[src/rtl/gearbox_pkg.sv]
// rtl/gearbox_pkg.sv - shared 64b/66b block constants and sync-header check
package gearbox_pkg;

   localparam int         BLOCK_W   = 66;
   localparam logic [1:0] SYNC_DATA = 2'b01;
   localparam logic [1:0] SYNC_CTRL = 2'b10;

   // Only the two transition patterns are legal sync headers; 00 and 11 are not.
   function automatic logic hdr_valid(input logic [1:0] sync_hdr);
      return (sync_hdr == SYNC_DATA) || (sync_hdr == SYNC_CTRL);
   endfunction

endpackage

[src/rtl/gb_bit_accum.sv]
// rtl/gb_bit_accum.sv - bit accumulator with block extraction and single-bit drop
module gb_bit_accum #(
   parameter int DATA_W  = 32,
   parameter int BLOCK_W = 66
) (
   input  logic               clk_i,
   input  logic               rst_i,
   input  logic [DATA_W-1:0]  data_i,
   input  logic               data_valid_i,
   input  logic               drop_i,
   output logic [BLOCK_W-1:0] block_o,
   output logic               emit_o,
   output logic               dropped_o
);

   // Holds up to BLOCK_W-1 leftover bits plus one fresh word. The oldest bit sits at the MSB;
   // the valid bits are the top fill_q bits and everything below them is kept at zero.
   localparam int ACC_W  = BLOCK_W + DATA_W - 1;
   localparam int FILL_W = ($clog2(ACC_W + 1) < 7) ? 7 : $clog2(ACC_W + 1);

   localparam logic [FILL_W-1:0] BLOCK_F = FILL_W'(BLOCK_W);
   localparam logic [FILL_W-1:0] DATA_F  = FILL_W'(DATA_W);
   localparam logic [FILL_W-1:0] TOP_F   = FILL_W'(ACC_W - DATA_W);
   localparam logic [FILL_W-1:0] ONE_F   = FILL_W'(1);

   logic [ACC_W-1:0]  acc_q;
   logic [ACC_W-1:0]  acc_app;
   logic [ACC_W-1:0]  acc_emit;
   logic [ACC_W-1:0]  acc_nxt;
   logic [ACC_W-1:0]  data_ext;
   logic [FILL_W-1:0] fill_q;
   logic [FILL_W-1:0] fill_app;
   logic [FILL_W-1:0] fill_emit;
   logic [FILL_W-1:0] fill_nxt;

   assign data_ext = {{(ACC_W - DATA_W){1'b0}}, data_i};

   // Append, then extract a block, then drop one bit: the drop always sees the post-emission
   // alignment so it can never remove a bit belonging to the block leaving this cycle.
   always_comb begin
      acc_app  = acc_q;
      fill_app = fill_q;
      if (data_valid_i) begin
         acc_app  = acc_q | (data_ext << (TOP_F - fill_q));
         fill_app = fill_q + DATA_F;
      end

      emit_o    = data_valid_i && (fill_app >= BLOCK_F);
      block_o   = acc_app[ACC_W-1 -: BLOCK_W];
      acc_emit  = acc_app;
      fill_emit = fill_app;
      if (emit_o) begin
         acc_emit  = acc_app << BLOCK_W;
         fill_emit = fill_app - BLOCK_F;
      end

      dropped_o = drop_i && (fill_emit != '0);
      acc_nxt   = acc_emit;
      fill_nxt  = fill_emit;
      if (dropped_o) begin
         acc_nxt  = acc_emit << 1;
         fill_nxt = fill_emit - ONE_F;
      end
   end

   // Accumulator state; reset discards any partial block.
   always_ff @(posedge clk_i or posedge rst_i) begin
      if (rst_i) begin
         acc_q  <= '0;
         fill_q <= '0;
      end else begin
         acc_q  <= acc_nxt;
         fill_q <= fill_nxt;
      end
   end

endmodule

[src/rtl/rx_gearbox_66b_param.sv]
// rtl/rx_gearbox_66b_param.sv - DATA_W-bit RX words to 66-bit blocks with bit-slip control
module rx_gearbox_66b_param
   import gearbox_pkg::*;
#(
   parameter int DATA_W       = 32,
   parameter int SLIP_HOLDOFF = 4
) (
   input  logic              clk_i,
   input  logic              rst_i,
   input  logic [DATA_W-1:0] data_i,
   input  logic              data_valid_i,
   input  logic              slip_i,
   output logic [65:0]       block_o,
   output logic              block_valid_o,
   output logic              hdr_ok_o,
   output logic              slip_busy_o
);

   localparam int                HOLD_W    = $clog2(SLIP_HOLDOFF + 1);
   localparam logic [HOLD_W-1:0] HOLD_INIT = HOLD_W'(SLIP_HOLDOFF);
   localparam logic [HOLD_W-1:0] HOLD_ONE  = HOLD_W'(1);

   logic               slip_q;
   logic               slip_pend;
   logic               slip_edge;
   logic [HOLD_W-1:0]  holdoff;
   logic [BLOCK_W-1:0] acc_block;
   logic               acc_emit;
   logic               acc_dropped;

   gb_bit_accum #(
      .DATA_W  (DATA_W),
      .BLOCK_W (BLOCK_W)
   ) u_accum (
      .clk_i        (clk_i),
      .rst_i        (rst_i),
      .data_i       (data_i),
      .data_valid_i (data_valid_i),
      .drop_i       (slip_pend),
      .block_o      (acc_block),
      .emit_o       (acc_emit),
      .dropped_o    (acc_dropped)
   );

   assign slip_edge   = slip_i & ~slip_q;
   assign slip_busy_o = slip_pend | (holdoff != '0);

   // Output registers plus slip bookkeeping. Edges seen while busy are dropped, not queued;
   // the holdoff counts only blocks leaving after the slip, so the block emitted in the
   // same cycle as the drop (still pre-slip aligned) is not counted.
   always_ff @(posedge clk_i or posedge rst_i) begin
      if (rst_i) begin
         block_o       <= '0;
         block_valid_o <= 1'b0;
         hdr_ok_o      <= 1'b0;
         slip_q        <= 1'b0;
         slip_pend     <= 1'b0;
         holdoff       <= '0;
      end else begin
         slip_q        <= slip_i;
         block_valid_o <= acc_emit;
         if (acc_emit) begin
            block_o  <= acc_block;
            hdr_ok_o <= hdr_valid(acc_block[BLOCK_W-1 -: 2]);
         end

         if (acc_dropped) begin
            slip_pend <= 1'b0;
            holdoff   <= HOLD_INIT;
         end else begin
            if (slip_edge && !slip_busy_o) begin
               slip_pend <= 1'b1;
            end
            if (acc_emit && (holdoff != '0)) begin
               holdoff <= holdoff - HOLD_ONE;
            end
         end
      end
   end

endmodule
[config.mk]
export PLATFORM = sky130hd
export DESIGN_NAME = rx_gearbox_66b_param
export DESIGN_NICKNAME = d
export VERILOG_FILES = /design/src/rtl/gearbox_pkg.sv /design/src/rtl/gb_bit_accum.sv /design/src/rtl/rx_gearbox_66b_param.sv
export SDC_FILE = /design/constraint.sdc
export NUM_CORES = 1
export LEC_CHECK = 0
export CAP_MARGIN = 40
export CORE_MARGIN = 4
export CORE_UTILIZATION = 43
export DETAILED_ROUTE_END_ITERATION = 10
export PLACE_DENSITY = 0.68
export RECOVER_POWER = 50
export SLEW_MARGIN = 20
export SYNTH_ARGS = -nofsm -noshare
export SYNTH_HDL_FRONTEND = slang
export SYNTH_SLANG_ARGS = --single-unit
[constraint.sdc]
create_clock -name clk_i -period 7.2 [get_ports clk_i]
set_input_delay 1.08 -clock clk_i [delete_from_list [all_inputs] [get_ports clk_i]]
set_output_delay 1.08 -clock clk_i [all_outputs]
set_load 0.1 [all_outputs]
==> run_results.csv <==
group,metric,value,unit
synth,synthSimpleGateAreaFrac,13.9,%
synth,synth_area_leaders,"dfrtp_1, mux4_2, mux2i_1",
synth,synth_area_per_cell,9.47,µm²
timing,rsz0062_at_grt,"no",
worst_setup_path,cp_cell_sequence,"inv_1 > ha_1 > nand2b_4 > o311ai_4 > buf_4 > inv_4 > xnor2_1 > o31a_2 > buf_4 > nand2_1 > o22ai_1",
worst_setup_path,cp-end-kind,"flop",
detailed_routing,initialDrtViolationCount,1463,
detailed_routing,drt_wl_total,41900,µm
synth,async_flop_share,100,%
detailed_routing,first_pass_iters,6,
worst_setup_path,cp_data_required_time,7.55,ns
synth,synth_top_family_by_area,"compound AO/OA/AOI/OAI gates",
synth,synth_compound_area_share,22.9,%
synth,synth_most_common_cell,"dfrtp_1",
synth,synth-xor-area-share,1.28,%
timing,finalSetupTns,0,ns
finish,multiInputGateArea,0.00680,mm²
floorplan,pin_count,105,
synth,synthMuxAreaShare,19.0,%
global_routing,grt_pass1_wl,65000,µm
timing,setup_violations,0,
worst_setup_path,worstSetupPathType,"reg2reg",
floorplan,start_util,43.8,%
worst_setup_path,max_stage_delay,0.76,ns
synth,postSynth.topFlopCell,"dfrtp_1",
synth,yosysTopAreaCell,"dfrtp_1",
synth,ys_warn_count,0,
clocking,clk_pin_slew_worst_paths,0.08,ns
outcome,violations,"capacitance limit, slew limit",
timing,clock.fmax,188,MHz
finish,nFillCells,2349,
global_routing,antenna_found_initial,0,
clocking,root_buffer,"clkbuf_16",
clocking,cts.sinks,177,
worst_setup_path,worstSetupStartpointType,"flop",
finish,syn_to_final_growth,22.1,%
detailed_routing,drc,0,
finish,stdcell_count,1717,
finish,seq_area,0.00443,mm²
worst_hold_path,hp-class,"reg2reg",
floorplan,rows,60,
worst_setup_path,crit_fanout,70,
timing,slew_headroom,-55.9,%
placed_design,dp_cells,1684,
global_routing,grt_max_degree,87,
clocking,hold_buffers,0,
synth,synth_fa_ha_area_share,0.318,%
detailed_routing,ant_nets,0,
detailed_routing,viasPerCell,6.49,
timing,hold_violations,0,
detailed_routing,wl_per_cell,24.4,µm
clocking,ctsResizeCount,0,
timing,worst_slew_pin_slew,2.34,ns
detailed_routing,num_vias,11100,
global_routing,grt_pass1_vias,10700,
finish,drive_gt1_share,15.3,%
synth,synth.distinct_cells,88,
worst_setup_path,cp_common_cell,"buf_4",
floorplan,die_w,174,µm
global_routing,grt_use_total,27.4,%
floorplan,chipHeight,174,µm
synth,netlist.area_leader.share,37.5,%
finish,n_antenna_cell,0,
clocking,cts-buffers-inserted,17,
placed_design,dpl.hpwl,30400,µm
placed_design,io_buffer_count,104,
synth,synth_edf_count,0,
synth,synthTopCellsByCount,"dfrtp_1, nand2_1, mux2i_1, nor2_1, o21ai_0",
clocking,h-tree-depth,4,
synth,ys_ff_latch,177,
clocking,cts_tree,"built",
synth,synth_cells,1246,
outcome,status,"finished, violations left",
timing,maxSlewViolCount,82,
synth,syn_area,0.0118,mm²
placed_design,gp_congestion,0.984,
finish,final_nets,1402,
clocking,post-cts-setup-buffer-count,0,
timing,skew,0.0105,ns
floorplan,core,0.0270,mm²
clocking,clockBufferDepth,2,
clocking,clkLatencyLatePin,0.44,ns
synth,synth-seq-area-share,37.5,%
synth,synth_nets,1285,
global_routing,grt_overflow,0,
worst_setup_path,arrival,5.67,ns
floorplan,die-area,0.0302,mm²
worst_setup_path,cp_slowest_cell,"buf_4",
timing,period_needed,5.32,ns
job,max_cap_violations,2,
timing,period_share,73.9,%
## per-layer routing
layer | vias to the layer above | track usage [%] | wire length, µm
met5 | - | 0 | 0
met4 | 0 | 10.3 | 1720
met3 | 105 | 5.82 | 4310
met2 | 660 | 40.9 | 18500
met1 | 5476 | 39.2 | 17300
li1 | 4901 | - | -
## metrics by stage
step | utilization [%] | cell area (µm²) | hold WS, ns | worst slack, ns
2_1_floorplan | - | 11800 | 0.425 | 1.32
3_3_place_gp | 48.0 | 12900 | 0.441 | 2.04
3_5_place_dp | 52.7 | 14200 | 0.437 | 2.00
4_1_cts | 54.8 | 14800 | 0.450 | 1.98
5_1_grt | 53.5 | 14400 | 0.472 | 1.52
6_report | 53.5 | 14400 | 0.449 | 1.88
## kinds of logic after synthesis
family	Yosys count
flip-flops	177
adder cells (fa/ha/maj)	3
buffers and inverters	130
XOR/XNOR	13
AO/OA/AOI/OAI	391
AND/OR/NAND/NOR	368
multiplexers	164
## layout make-up
type	instances	share of cell area, %
inverter	21	0.573
clock inverter	15	0.981
sequential	177	30.8
tap	341	2.96
timing repair buffer	207	14.6
multi-input combinational	939	47.2
clock buffer	17	2.95
## worst max-delay path, delay by kind of cell, from the launching register on
kind	cells	cell delay, ns
compound gates	3	1.08
xor+xnor	1	0.46
fa+ha+maj	1	0.71
buf+inv	4	1.82
flops	1	0.63
simple gates	2	0.44
## placed cells by master (no fill, tap or decap), types with 6 or more instances in the layout
master           Yosys  routed
dfrtp_1            177     175
nand2_1            171     171
clkdlybuf4s50_1      0     102
mux2i_1             90      90
nor2_1              90      89
o21ai_0             87      87
a21oi_1             76      75
a211oi_1            51      51
mux4_2              45      45
clkbuf_1            58      34
buf_8                0      32
mux2_2              28      28
nor3_1              27      27
o22ai_1             23      23
buf_4               10      21
inv_1               18      17
clkbuf_16            0      17
a221oi_1            16      16
nand3_1             14      14
a21o_1              12      12
o211ai_1            11      11
and2_1               9       9
and3_1               9       9
xnor2_1              9       9
a211o_1              8       8
nand2b_1             8       8
a221o_1              8       8
buf_16               0       8
o221ai_1             7       7
nor2b_1              7       7
o21a_1               7       7
a31oi_1              7       7
a31o_2               6       6
or2_2                6       6
inv_8                0       6
## flip-flops by register name (all words and copies together), names as in the netlist
register	cells
u_accum.acc_q	97
slip_pend	1
u_accum.fill_q	7
hdr_ok_o	1
holdoff	3
block_valid_o	1
slip_q	1
block_o	66
## final timing paths
| check | startpoint | end | slack [ns] | cells past startpoint |
|---|---|---|---|---|
| min reg2reg | slip_q | slip_pend | 0.45 | 1 |
| min | slip_q | slip_pend | 0.45 | 1 |
| max | u_accum.fill_q[1] | u_accum.acc_q[53] | 1.88 | 11 |
| max in group asynchronous | rst_i | block_o[16] | 2.62 | 3 |
| max reg2reg | u_accum.fill_q[1] | u_accum.acc_q[53] | 1.88 | 11 |
| min in group asynchronous | rst_i | block_o[64] | 1.66 | 2 |
Power is left out: the tool's default activity adds up to more than one toggle a clock period on the data nets, which glitch-free logic cannot reach.
